### config.mk
export PLATFORM = sky130hd
export DESIGN_NAME = fetch_unit_flat
export DESIGN_NICKNAME = d
export VERILOG_FILES = /design/src/rtl/fetch_unit_if.sv /design/src/rtl/fetch_unit.sv /design/src/flat_wrapper.sv
export SDC_FILE = /design/constraint.sdc
export NUM_CORES = 1
export LEC_CHECK = 0
export CAP_MARGIN = 20
export CORE_MARGIN = 1.5
export CORE_UTILIZATION = 45
export CTS_CLUSTER_DIAMETER = 150
export DETAILED_ROUTE_END_ITERATION = 8
export MAX_ROUTING_LAYER = met4
export PLACE_DENSITY = 0.78
export REMOVE_ABC_BUFFERS = 1
export SYNTH_ARGS = -nofsm -noshare
export SYNTH_HDL_FRONTEND = slang
export SYNTH_SLANG_ARGS = --single-unit
### constraint.sdc
create_clock -name clock -period 4.15 [get_ports clock]
set_input_delay 0.6225 -clock clock [delete_from_list [all_inputs] [get_ports clock]]
set_output_delay 0.6225 -clock clock [all_outputs]
set_load 0.02 [all_outputs]
### src/rtl/fetch_unit_if.sv
// Shared 4-bit bus between the fetch sequencer and the ROM chips.
interface fetch_unit_if;
    localparam int unsigned NIB_W = 4;

    logic [NIB_W-1:0] data_i;
    logic [NIB_W-1:0] data_o;
    logic             data_en;
    logic             sync;
    logic             cmd;

    // Fetch sequencer side: drives address nibbles and the timing strobes.
    modport master (
        input  data_i,
        output data_o,
        output data_en,
        output sync,
        output cmd
    );

    // ROM side: watches the strobes and returns instruction nibbles.
    modport slave (
        output data_i,
        input  data_o,
        input  data_en,
        input  sync,
        input  cmd
    );
endinterface

### src/rtl/fetch_unit.sv
// Instruction fetch sequencer: 8-subcycle bus cycle, 12-bit PC with jump load.
// Optional feature macro: FETCH_STALL_EN adds a stall port that holds the PC.
module fetch_unit #(
    parameter logic [11:0] RESET_PC = 12'h000
) (
    input  logic         clock,
    input  logic         reset,
    fetch_unit_if.master bus,
    input  logic         jump_valid,
    input  logic [11:0]  jump_addr,
    output logic [7:0]   inst_o,
    output logic         inst_valid,
    output logic [11:0]  pc_o
`ifdef FETCH_STALL_EN
    ,
    input  logic         stall
`endif
);
    localparam int unsigned PC_W   = 12;
    localparam int unsigned NIB_W  = 4;
    localparam int unsigned INST_W = 8;

    typedef enum logic [2:0] {
        A1 = 3'd0,
        A2 = 3'd1,
        A3 = 3'd2,
        M1 = 3'd3,
        M2 = 3'd4,
        X1 = 3'd5,
        X2 = 3'd6,
        X3 = 3'd7
    } cycle_t;

    cycle_t            cycle;
    cycle_t            cycle_next;
    logic [PC_W-1:0]   pc;
    logic [PC_W-1:0]   pc_next;
    logic [NIB_W-1:0]  inst_hi;
    logic              stall_w;

    logic [NIB_W-1:0]  data_o_c;
    logic              data_en_c;
    logic              sync_c;
    logic              cmd_c;

`ifdef FETCH_STALL_EN
    assign stall_w = stall;
`else
    assign stall_w = 1'b0;
`endif

    // Subcycle counter register.
    always_ff @(posedge clock) begin
        if (reset) begin
            cycle <= A1;
        end else begin
            cycle <= cycle_next;
        end
    end

    // Next subcycle and bus drive decode; all strobes idle while reset is held.
    always_comb begin
        cycle_next = A1;
        data_o_c   = '0;
        data_en_c  = 1'b0;
        sync_c     = 1'b0;
        cmd_c      = 1'b1;
        case (cycle)
            A1: begin
                cycle_next = A2;
                data_o_c   = pc[3:0];
                data_en_c  = 1'b1;
            end
            A2: begin
                cycle_next = A3;
                data_o_c   = pc[7:4];
                data_en_c  = 1'b1;
            end
            A3: begin
                cycle_next = M1;
                data_o_c   = pc[11:8];
                data_en_c  = 1'b1;
                cmd_c      = 1'b0;
            end
            M1: cycle_next = M2;
            M2: cycle_next = X1;
            X1: cycle_next = X2;
            X2: cycle_next = X3;
            X3: begin
                cycle_next = A1;
                sync_c     = 1'b1;
            end
            default: cycle_next = A1;
        endcase
        if (reset) begin
            data_o_c  = '0;
            data_en_c = 1'b0;
            sync_c    = 1'b0;
            cmd_c     = 1'b1;
        end
    end

    // PC update choice for the end of the instruction cycle: stall, jump, then increment.
    always_comb begin
        pc_next = PC_W'(pc + PC_W'(1));
        if (stall_w) begin
            pc_next = pc;
        end else if (jump_valid) begin
            pc_next = jump_addr;
        end
    end

    // PC, instruction capture and valid strobe; high nibble is shadowed so inst_o changes atomically.
    always_ff @(posedge clock) begin
        if (reset) begin
            pc         <= RESET_PC;
            inst_hi    <= '0;
            inst_o     <= '0;
            inst_valid <= 1'b0;
        end else begin
            inst_valid <= (cycle == M2);
            if (cycle == M1) begin
                inst_hi <= bus.data_i;
            end
            if (cycle == M2) begin
                inst_o <= INST_W'({inst_hi, bus.data_i});
            end
            if (cycle == X3) begin
                pc <= pc_next;
            end
        end
    end

    assign pc_o        = pc;
    assign bus.data_o  = data_o_c;
    assign bus.data_en = data_en_c;
    assign bus.sync    = sync_c;
    assign bus.cmd     = cmd_c;
endmodule

### src/flat_wrapper.sv
// flat-port wrapper written by rule: the top's interface ports become plain ports
module fetch_unit_flat 
#(
    parameter logic [11:0] RESET_PC = 12'h000
)
  (clock, reset, jump_valid, jump_addr, inst_o, inst_valid, pc_o, bus_data_i, bus_data_o, bus_data_en, bus_sync, bus_cmd);
  fetch_unit_if bus_i ();
  input  logic clock;
  input  logic reset;
  input  logic jump_valid;
  input  logic [11:0] jump_addr;
  output logic [7:0] inst_o;
  output logic inst_valid;
  output logic [11:0] pc_o;
  input wire logic [$bits(bus_i.data_i)-1:0] bus_data_i;
  output wire logic [$bits(bus_i.data_o)-1:0] bus_data_o;
  output wire logic [$bits(bus_i.data_en)-1:0] bus_data_en;
  output wire logic [$bits(bus_i.sync)-1:0] bus_sync;
  output wire logic [$bits(bus_i.cmd)-1:0] bus_cmd;
  assign bus_i.data_i = bus_data_i;
  assign bus_data_o = bus_i.data_o;
  assign bus_data_en = bus_i.data_en;
  assign bus_sync = bus_i.sync;
  assign bus_cmd = bus_i.cmd;
  fetch_unit #(.RESET_PC(RESET_PC)) u_core (.clock(clock), .reset(reset), .bus(bus_i), .jump_valid(jump_valid), .jump_addr(jump_addr), .inst_o(inst_o), .inst_valid(inst_valid), .pc_o(pc_o));
endmodule
# Yosys cells after proc, flatten, opt, wreduce, memory -nomap -nowiden
# Cells that the tools add are included.
[classes]
addsub = 1
n_reduce_logical = 2
muxes = 10
eq_ne = 7
[op_table]
columns = ["cell", "count"]
rows = [
  ["$pmux 3 s8", 1],
  ["$add 12x1->12 const B", 1],
  ["$eq 3x3->1 const B", 4],
  ["$mux 12", 1],
  ["$pmux 4 s3", 1],
  ["$eq 3x2->1 const B", 2],
  ["$mux 1", 6],
  ["$mux 4", 1],
  ["$eq 3x1->1 const B", 1],
  ["$logic_not 3->1", 1],
  ["$reduce_or 3->1", 1],
]
[totals]
out_inout_bits = 28
inputBits = 19
word_cells = 25
reg_bits = 28

# Logic depth before layout (Yosys ltp)
# Gate-level depths: netlist (run 1).
[depth]
depth_word = 4
mapped_depth = 6
depth_no_buf = 5

# Worst setup path before layout (run 1)
# OpenSTA, ideal clock, no wires.
[synth_timing]
path_type = "register -> output"
from = "reg u_core.cycle[0]"
to = "out bus_data_o[0]"
t_arrival_ps = 1207
path_slack_ps = 2320
path_stages_with_launch = 6
n_path_buf = 0
t_required_ps = 3527
cell_sequence = "dfxtp_1 inv_1 ha_1 nor3_1 nand2b_1 nor2_1"
[synth_between]
elab_chain_len = 3
elab_cells_between_ends = 5
cone_classes = "eq/ne: 2; mux: 2; reduce/logical: 1"
[synth_rtl]
columns = ["element", "line", "source"]
rows = [
  ["start, declared", "fetch_unit.sv:34", "cycle_t cycle;"],
  ["start signal, assigned", "fetch_unit.sv:57", "cycle <= cycle_next;"],
  ["$eq 3x2->1 (tied with other cells)", "fetch_unit.sv:68", "case (cycle)"],
  ["$pmux 4 s3 *", "fetch_unit.sv:68", ""],
  ["$mux 4 *", "fetch_unit.sv:95", "if (reset) begin"],
  ["end, declared", "flat_wrapper.sv:16", "output wire logic [$bits(bus_i.data_o)-1:0] bus_data_o;"],
]
# Every way passes the cells marked *; elsewhere a longest branch is shown, timed or not.

# Worst setup path after layout (run 1)
[layout_timing]
from = "reg u_core.cycle[0]"
to = "out bus_data_o[3]"
# Same word-level chain as after synthesis.

==> impl_metrics.env, run 1 <==
export IMPL_portBuffers=46
export IMPL_cts_max_path_buffers=2
export IMPL_gp_congestion=0.8948
export IMPL_worst_slew_pin_slew_ns=1.073
export IMPL_synth_ff_latch_count=28
export IMPL_fp_dieW_um=60.35
export IMPL_power_density_mw_per_mm2=313.9
export IMPL_syn_cell_area_mm2=0.001480
export IMPL_fmax_ghz=0.3429
export IMPL_startpoint_type="flip-flop"
export IMPL_overflow=0
export IMPL_internal_power_uw=444.1
export IMPL_cts_sinks=28
export IMPL_pwr_share_seq_pct=47.8
export IMPL_num_vias=1517
export IMPL_period_needed_ns=2.916
export IMPL_grt_pass1_vias=1367
export IMPL_setup_violations=0
export IMPL_rsz0062_at_grt="no"
export IMPL_netlist_instances=185
export IMPL_crit_family="simple AND/OR/NAND/NOR gates"
export IMPL_drv_cap=0
export IMPL_synth_edff_count=0
export IMPL_dpl_hpwl_um=2814
export IMPL_drc_errors=0
export IMPL_grt_max_degree=33
export IMPL_post_drt_wl_per_cell_um=14.84
export IMPL_status="finished, final reports clean"
export IMPL_setup_tns_ns=0
export IMPL_synth_top_area_share_pct=37.87
export IMPL_leakage_nw=0.7060
export IMPL_stdcell_count=266
export IMPL_coreArea_mm2=0.003078
export IMPL_dp_cells=262
export IMPL_wl_um=3947
export IMPL_nNetsFinal=247
export IMPL_cts_tree="built"
export IMPL_postRouteAntennaNets=0
export IMPL_grt_first_pass_wirelength_um=6037
export IMPL_layout_setup_ws_ns=1.234
export IMPL_rows=20
export IMPL_ctsResizeCount=0
export IMPL_yosysWarnings=0
export IMPL_cp_max_fo=7
export IMPL_crit_buf_inv=2
export IMPL_ir_drop_mv=0.1282
export IMPL_synthFlopType="dfxtp_1"
export IMPL_finalHoldViolCount=0
export IMPL_clock_skew_ns=0.01015
export IMPL_cts_max_level=1
export IMPL_dr_pass1_iters=5
export IMPL_fin_crit_sh_pct=70.27
export IMPL_fillers=275
export IMPL_p_clk_share_pct=29.3
export IMPL_drive_gt1_share_pct=5.856
export IMPL_vias_per_cell=5.703
export IMPL_insertion_delay_ns=0.34
export IMPL_die_height_um=60.35
export IMPL_drt_iter0_drc=106
export IMPL_slew_headroom_pct=28.27
export IMPL_antenna_found_initial=0
export IMPL_switching_share_pct=28.76
export IMPL_cp_slowest_cell="clkdlybuf4s50_1"
export IMPL_maxSlewViolCount=0
export IMPL_cpPeakStageDelay_ns=0.54
export IMPL_cts_root_buf="clkbuf_4"
export IMPL_area_growth_pct=34.15
export IMPL_clkTransAtPathRegs_ns=0.16
export IMPL_post_cts_setup_buffers=0
export IMPL_total_power_uw=623.4
export IMPL_synth_area_top_cells="dfxtp_1 (38%), nand2_1 (7.4%), a21oi_1 (5.4%)"
export IMPL_diodes=0
export IMPL_min_path_type="flip-flop to flip-flop"
export IMPL_yosysMostFrequentCell="nand2_1"
export IMPL_crit_required_ns=3.53
export IMPL_ctsHoldBuffers=0
export IMPL_ys_seq_area_share_pct=37.87
export IMPL_cp_arrival_ns=2.29
export IMPL_design_die_area_mm2=0.003642
export IMPL_crit_path_cell_trace="inv_1, ha_1, nor3_1, nand2b_1, nor2_1, clkdlybuf4s50_1"
export IMPL_p_switching_uw=179.3
export IMPL_yosys_area_top_type="dfxtp_1"
export IMPL_netlist_top_cells_count="nand2_1 (29), dfxtp_1 (28), nor2_1 (20), a21oi_1 (16)"
export IMPL_ys_types=38
export IMPL_critPathKind="flip-flop to output port"
export IMPL_num_io_pins=47
export IMPL_critPathCaptureType="output port"
export IMPL_initial_utilization_pct=48.09
export IMPL_avgSynthCellArea_um2=8.001
export IMPL_combinationalPowerShare_pct=22.9
export IMPL_grt_util_all_layers_pct=22.79
export IMPL_cts_buffers=3
export IMPL_detailedPlace_worstSlack_ns=1.336
export IMPL_async_flop_share_pct=0
-- layout make-up --
class	instances	area (um2)	area share (%)
timing repair buffer	47	467.9	23.57
inverter	8	30.03	1.512
clock inverter	1	30.03	1.512
tap	44	55.05	2.773
sequential	28	560.5	28.23
clock buffer	3	22.52	1.134
multi-input combinational	135	819.5	41.27
-- tightest hold or removal path, stage by stage (launching register included) --
cell and delay [ns]:
dfxtp_1 0.34, nand2_1 0.05, a21oi_1 0.05
-- routing by layer --
metal | share of wire (%) | GRT usage [%]
met1 | 42 | 28.40
met2 | 51 | 36.96
met3 | 5.6 | 1.706
met4 | 1.9 | 11.75
met5 | 0 | -
-- final timing paths --
kind                    startpoint                to  slack [ns]  cells past startpoint
setup reg to reg    u_core.pc_o[0]    u_core.pc_o[6]        2.37                      5
hold / removal    u_core.inst_o[2]  u_core.inst_o[2]        0.47                      2
setup / recovery   u_core.cycle[0]     bus_data_o[3]        1.23                      6
hold reg to reg   u_core.inst_o[2]  u_core.inst_o[2]        0.47                      2
-- sequential cells by signal, indices dropped and copies added, names as in the netlist --
| register | flops |
|---|---|
| u_core.pc_o | 12 |
| u_core.inst_o | 8 |
| u_core.inst_hi | 4 |
| u_core.cycle | 3 |
| u_core.inst_valid | 1 |
-- cell usage in the layout (no fill, tap or decap) --
master,instances
clkdlybuf4s50_1,46
buf_4,1
or3_1,1
and2_1,1
a311o_1,1
a2bb2oi_1,1
a211o_1,1
nand4_1,3
a31o_2,1
nor2b_1,2
a32o_1,1
nor4_4,1
mux2i_1,8
o31ai_1,1
nor3b_1,1
dfxtp_1,28
a31oi_1,8
a222oi_1,4
and2_2,1
nand3_2,2
bufinv_16,1
clkbuf_4,3
a21oi_1,16
o221a_2,1
o41ai_1,2
nand3_1,5
a211oi_1,3
ha_1,5
o21ai_0,4
inv_1,8
and3_1,2
nor3_1,6
nor2_1,20
nand2b_1,2
nor3_2,1
and3_2,1
nand2_1,29
-- power groups by stage --
stage | clock [mW] | combinational [mW] | sequential (mW)
6_report | 0.183 | 0.143 | 0.298
5_1_grt | 0.200 | 0.155 | 0.300
3_3_place_gp | 0 | 0.135 | 0.301
2_1_floorplan | 0 | 0.0744 | 0.305
3_5_place_dp | 0 | 0.140 | 0.303
4_1_cts | 0.187 | 0.141 | 0.298
-- per-stage QoR --
stage	cell area [um2]	util [%]	hold slack, ns
2_1_floorplan	1410	-	0.4255
3_3_place_gp	1933	62.80	0.4413
3_5_place_dp	1933	62.80	0.4544
4_1_cts	1986	64.51	0.4749
5_1_grt	1986	64.51	0.4953
6_report	1986	64.51	0.4715
-- cells by family (layout without fill, tap and decap cells) --
family,count (synthesis),in the layout,share of synthesized area [%]
simple gates,78,78,25.78
compound gates,44,44,19.95
flops,28,28,37.87
buf+inv,22,59,6.763
mux,8,8,5.410
fa+ha+maj,5,5,4.227
Power figures use the tool's default switching activity.
==> inputs of run 2 (changes only) <==
Clock period 4.15 ns to 2.9 ns, I/O delays scaled along.
==> run 2 against run 1 <==
Sequential cell count unchanged. Highest routed layer unchanged. Sequential power rose by 43%. Combinational power increased by 45%. Count of clock-buffer cells in the layout unchanged. Clock skew grew 0.00081 ns. Register-to-register slack worse by 1.3 ns. Largest power group unchanged. Critical endpoint unchanged. Clock power rose by 44%. Via count increased by 2.6%. Critical path type unchanged. Sequential share of layout area is 0.21 points lower.
==> impl_metrics.env, run 2 (synthesis results as in run 1) <==
export IMPL_r2r_end="u_core.pc_o[10]"
export IMPL_rsz0062_at_grt="no"
export IMPL_crit_path_cell_trace="inv_1, ha_1, nor3_1, nand2b_1, nor2_1, clkdlybuf4s50_1"
export IMPL_power_density_mw_per_mm2=447.7
export IMPL_setup_violations=0
export IMPL_cpPeakStageDelay_ns=0.55
export IMPL_p_clk_share_pct=29.4
export IMPL_fp_dieW_um=60.35
export IMPL_die_height_um=60.35
export IMPL_worst_slew_pin_slew_ns=0.3574
export IMPL_critPathCaptureType="output port"
export IMPL_clock_skew_ns=0.01096
export IMPL_grt_util_all_layers_pct=24.34
export IMPL_drc_errors=0
export IMPL_startpoint_type="flip-flop"
export IMPL_cts_max_level=1
export IMPL_fin_crit_sh_pct=92.63
export IMPL_r2r_setup_slack_ns=1.11
export IMPL_status="finished, final reports clean"
export IMPL_postRouteAntennaNets=0
export IMPL_ir_drop_mv=0.2243
export IMPL_pwr_share_seq_pct=47.4
export IMPL_wl_um=4007
export IMPL_overflow=0
export IMPL_cp_startpoint="u_core.cycle[0]"
export IMPL_layout_commonest_cell="clkdlybuf4s50_1"
export IMPL_num_vias=1556
export IMPL_slew_headroom_pct=76.17
export IMPL_internal_power_uw=636.7
export IMPL_largest_reg_flops=12
export IMPL_finalHoldViolCount=0
export IMPL_gp_congestion=0.9491
export IMPL_min_path_type="flip-flop to flip-flop"
export IMPL_post_cts_setup_buffers=0
export IMPL_fmax_ghz=0.3723
export IMPL_ctsHoldBuffers=0
export IMPL_cp_max_fo=7
export IMPL_reg2reg_depth=5
export IMPL_clkTransAtPathRegs_ns=0.15
export IMPL_fillers=272
export IMPL_path_depth=6
export IMPL_vias_per_cell=5.806
export IMPL_nNetsFinal=249
export IMPL_drt_iter0_drc=108
export IMPL_cp_slowest_cell="clkdlybuf4s50_1"
export IMPL_dpl_hpwl_um=2881
export IMPL_timing_rr_start="u_core.pc_o[0]"
export IMPL_grt_first_pass_wirelength_um=6513
export IMPL_drive_gt1_share_pct=6.696
export IMPL_post_drt_wl_per_cell_um=14.95
export IMPL_grt_pass1_vias=1440
export IMPL_cts_buffers=3
export IMPL_cts_max_path_buffers=2
export IMPL_crit_required_ns=2.47
export IMPL_cts_root_buf="clkbuf_4"
export IMPL_cp_arrival_ns=2.25
export IMPL_switching_share_pct=28.91
export IMPL_leakage_nw=0.7150
export IMPL_total_power_uw=895.6
export IMPL_initial_utilization_pct=48.09
export IMPL_cts_sinks=28
export IMPL_area_growth_pct=35.16
export IMPL_p_switching_uw=258.9
export IMPL_drv_cap=0
export IMPL_critPathKind="flip-flop to output port"
export IMPL_layout_common_cells="clkdlybuf4s50_1 (46), nand2_1 (29), dfxtp_1 (28)"
export IMPL_period_needed_ns=2.686
export IMPL_num_io_pins=47
export IMPL_insertion_delay_ns=0.34
export IMPL_grt_max_degree=33
export IMPL_crit_buf_inv=2
export IMPL_crit_path_end="bus_data_o[3]"
export IMPL_antenna_found_initial=0
export IMPL_maxSlewViolCount=0
export IMPL_setup_tns_ns=0
export IMPL_combinationalPowerShare_pct=23.2
export IMPL_design_die_area_mm2=0.003642
export IMPL_portBuffers=46
export IMPL_cts_tree="built"
export IMPL_crit_family="buffers and inverters"
export IMPL_whs_ns=0.4675
export IMPL_coreArea_mm2=0.003078
export IMPL_diodes=0
export IMPL_dr_pass1_iters=4
export IMPL_ctsResizeCount=0
export IMPL_rows=20
## run 2: cell types whose count changed in the layout (fill, tap and decap cells not counted)
cell,delta
buf_4,+2
## run 2: final cells by class
class                           instances  area, um2  share of cell area (%)
Multi-Input combinational cell        135      819.5                   40.96
Timing Repair Buffer                   49      483.0                   24.14
Clock buffer                            3      22.52                   1.126
Inverter                                8      30.03                   1.501
Sequential cell                        28      560.5                   28.02
Tap cell                               44      55.05                   2.752
Clock inverter                          1      30.03                   1.501
## run 2: worst min-delay path by stage
stage,start,endpoint,slack (ns),cells after the start
CTS,u_core.inst_o[0],u_core.inst_o[0],0.47,2
finish,u_core.inst_o[0],u_core.inst_o[0],0.47,2
detailed placement,u_core.inst_o[0],u_core.inst_o[0],0.45,2
global placement,u_core.inst_hi[2],u_core.inst_o[6],0.44,2
global route,u_core.inst_hi[1],u_core.inst_o[5],0.49,2
floorplan,u_core.inst_hi[0],u_core.inst_o[4],0.43,2
## run 2: per-layer routing
layer	share of wire, %	global-route usage [%]
met1	41	29.16
met2	50	40.84
met3	6.6	2.132
met4	3.0	12.06
met5	0	-
## run 2: power by group through the flow
stage | Combinational [mW] | Sequential [mW] | Clock (mW)
5_1_grt | 0.224 | 0.428 | 0.282
6_report | 0.208 | 0.425 | 0.263
4_1_cts | 0.206 | 0.424 | 0.267
3_5_place_dp | 0.203 | 0.433 | 0
2_1_floorplan | 0.106 | 0.436 | 0
3_3_place_gp | 0.195 | 0.431 | 0
## run 2: worst register-to-register path, stage by stage (launching register included)
cell     delay, ns
dfxtp_1       0.56
ha_1          0.30
nand4_1       0.23
nor3_2        0.28
mux2i_1       0.22
a31oi_1       0.09
## run 2: stage by stage
| stage | setup WS (ns) | instance area [um2] | util (%) | instances |
|---|---|---|---|---|
| detailed placement | 0.5362 | 1948 | 63.29 | 264 |
| global route | 0.09006 | 2001 | 65.00 | 268 |
| global placement | 0.5624 | 1948 | 63.29 | 264 |
| floorplan | 1.258 | 1410 | - | 171 |
| CTS | 0.2155 | 2001 | 65.00 | 268 |
| finish | 0.2138 | 2001 | 65.00 | 268 |
==> inputs of run 3 (changes only) <==
Settings changed: CORE_MARGIN 1.5 to default.
Clock period 2.9 ns to 3.1 ns, I/O delays scaled along.
==> run 3 against run 2 <==
First-iteration DRC count up 2.8%. Count of clock-buffer cells in the layout unchanged. Sequential share of layout area is 0.10 points lower. Total power is 7.4% lower. Global-route usage down 1.5 points. Core utilization rose by 0.24 points. Non-clock buffer count increased by 1. Clock skew fell by 0.0083 ns. Sequential cell count did not move. Cell count rose by 0.37%. Combinational power decreased by 9%. Clock power shrank 8.0%. Critical path type unchanged. Largest power group unchanged.
==> impl_metrics.env, run 3 (synthesis results as in run 1) <==
export IMPL_critPathCaptureType="output port"
export IMPL_crit_required_ns=2.63
export IMPL_ctsResizeCount=0
export IMPL_setup_violations=0
export IMPL_vias_per_cell=5.617
export IMPL_drc_errors=0
export IMPL_drv_cap=0
export IMPL_gp_congestion=0.8481
export IMPL_critPathKind="flip-flop to output port"
export IMPL_r2r_setup_slack_ns=1.37
export IMPL_timing_rr_start="u_core.pc_o[0]"
export IMPL_min_path_type="flip-flop to flip-flop"
export IMPL_crit_path_end="bus_data_o[3]"
export IMPL_worst_slew_pin_slew_ns=1.026
export IMPL_num_io_pins=47
export IMPL_cpPeakStageDelay_ns=0.55
export IMPL_fp_dieW_um=59.35
export IMPL_ir_drop_mv=0.2672
export IMPL_coreArea_mm2=0.003078
export IMPL_r2r_end="u_core.pc_o[6]"
export IMPL_startpoint_type="flip-flop"
export IMPL_fin_crit_sh_pct=86.43
export IMPL_area_growth_pct=35.67
export IMPL_insertion_delay_ns=0.33
export IMPL_crit_buf_inv=2
export IMPL_dpl_hpwl_um=2701
export IMPL_drt_iter0_drc=111
export IMPL_clock_skew_ns=0.002627
export IMPL_cp_slowest_cell="clkdlybuf4s50_1"
export IMPL_wl_um=3779
export IMPL_overflow=0
export IMPL_cts_tree="built"
export IMPL_dr_pass1_iters=4
export IMPL_initial_utilization_pct=48.09
export IMPL_grt_first_pass_wirelength_um=5975
export IMPL_crit_family="buffers and inverters"
export IMPL_diodes=0
export IMPL_postRouteAntennaNets=0
export IMPL_nNetsFinal=250
export IMPL_grt_pass1_vias=1331
export IMPL_grt_max_degree=31
export IMPL_clkTransAtPathRegs_ns=0.15
export IMPL_cts_sinks=28
export IMPL_finalHoldViolCount=0
export IMPL_cp_max_fo=7
export IMPL_period_needed_ns=2.679
export IMPL_rsz0062_at_grt="no"
export IMPL_die_height_um=59.35
export IMPL_cts_max_level=1
export IMPL_portBuffers=46
export IMPL_ctsHoldBuffers=0
export IMPL_grt_util_all_layers_pct=22.80
export IMPL_largest_reg_flops=12
export IMPL_design_die_area_mm2=0.003522
export IMPL_status="finished, final reports clean"
export IMPL_fmax_ghz=0.3732
export IMPL_path_depth=6
export IMPL_power_density_mw_per_mm2=412.9
export IMPL_post_drt_wl_per_cell_um=14.05
export IMPL_cts_buffers=3
export IMPL_reg2reg_depth=5
export IMPL_layout_commonest_cell="clkdlybuf4s50_1"
export IMPL_slew_headroom_pct=31.39
export IMPL_setup_tns_ns=0
export IMPL_cts_root_buf="clkbuf_4"
export IMPL_post_cts_setup_buffers=0
export IMPL_leakage_nw=0.7198
export IMPL_crit_path_cell_trace="inv_1, ha_1, nor3_1, nand2b_1, nor2_1, clkdlybuf4s50_1"
export IMPL_cp_startpoint="u_core.cycle[0]"
export IMPL_layout_common_cells="clkdlybuf4s50_1 (46), nand2_1 (29), dfxtp_1 (28)"
export IMPL_antenna_found_initial=0
export IMPL_cp_arrival_ns=2.21
export IMPL_maxSlewViolCount=0
export IMPL_num_vias=1511
export IMPL_rows=20
export IMPL_cts_max_path_buffers=2
export IMPL_detailedPlace_worstSlack_ns=0.6230
export IMPL_layout_setup_ws_ns=0.4208
export IMPL_drive_gt1_share_pct=7.111
[run 3: cell count changes in the layout (fill, tap and decap cells not counted)]
cell	delta
buf_4	+1
[run 3: layout make-up]
| cell class | count | area [um2] |
|---|---|---|
| fill | 293 | 1070 |
| multi-input combinational | 135 | 819.5 |
| sequential | 28 | 560.5 |
| timing repair buffer | 50 | 490.5 |
| tap | 44 | 55.05 |
| clock inverter | 1 | 30.03 |
| inverter | 8 | 30.03 |
| clock buffer | 3 | 22.52 |
[run 3: stage by stage]
step	cell area [um2]	hold slack, ns	utilization, %	power (mW)	instances
final	2008	0.4689	65.24	0.8293	269
after global routing	2008	0.4878	65.24	0.8693	269
after CTS	2008	0.4679	65.24	0.8364	269
after detailed placement	1956	0.4485	63.54	0.5925	265
after global placement	1956	0.4374	63.54	0.5844	265
after floorplan	1410	0.4255	-	0.5078	171
[run 3: worst min-delay path by stage]
stage	start	to	slack, ns	cells after the start
2_1_floorplan	u_core.inst_hi[0]	u_core.inst_o[4]	0.43	2
3_3_place_gp	u_core.inst_hi[1]	u_core.inst_o[5]	0.44	2
3_5_place_dp	u_core.inst_o[2]	u_core.inst_o[2]	0.45	2
4_1_cts	u_core.inst_o[2]	u_core.inst_o[2]	0.47	2
5_1_grt	u_core.inst_hi[0]	u_core.inst_o[4]	0.49	2
6_report	u_core.inst_hi[0]	u_core.inst_o[4]	0.47	2
[run 3: per-layer routing]
layer	global-route usage, %	wire [um]
met5	-	0
met4	7.823	63
met3	1.965	192
met2	38.04	1889
met1	28.82	1633
[run 3: worst reg2reg max path, stage by stage, from the launching register on]
cell and delay, ns:
dfxtp_1 0.56, ha_1 0.30, nand4_1 0.23, nor3_1 0.21, a21oi_1 0.06, o221a_2 0.30
[run 3: report_power, final]
group | internal [mW] | switching, mW
combinational | 0.0860 | 0.104
clock | 0.131 | 0.111
sequential | 0.380 | 0.0169
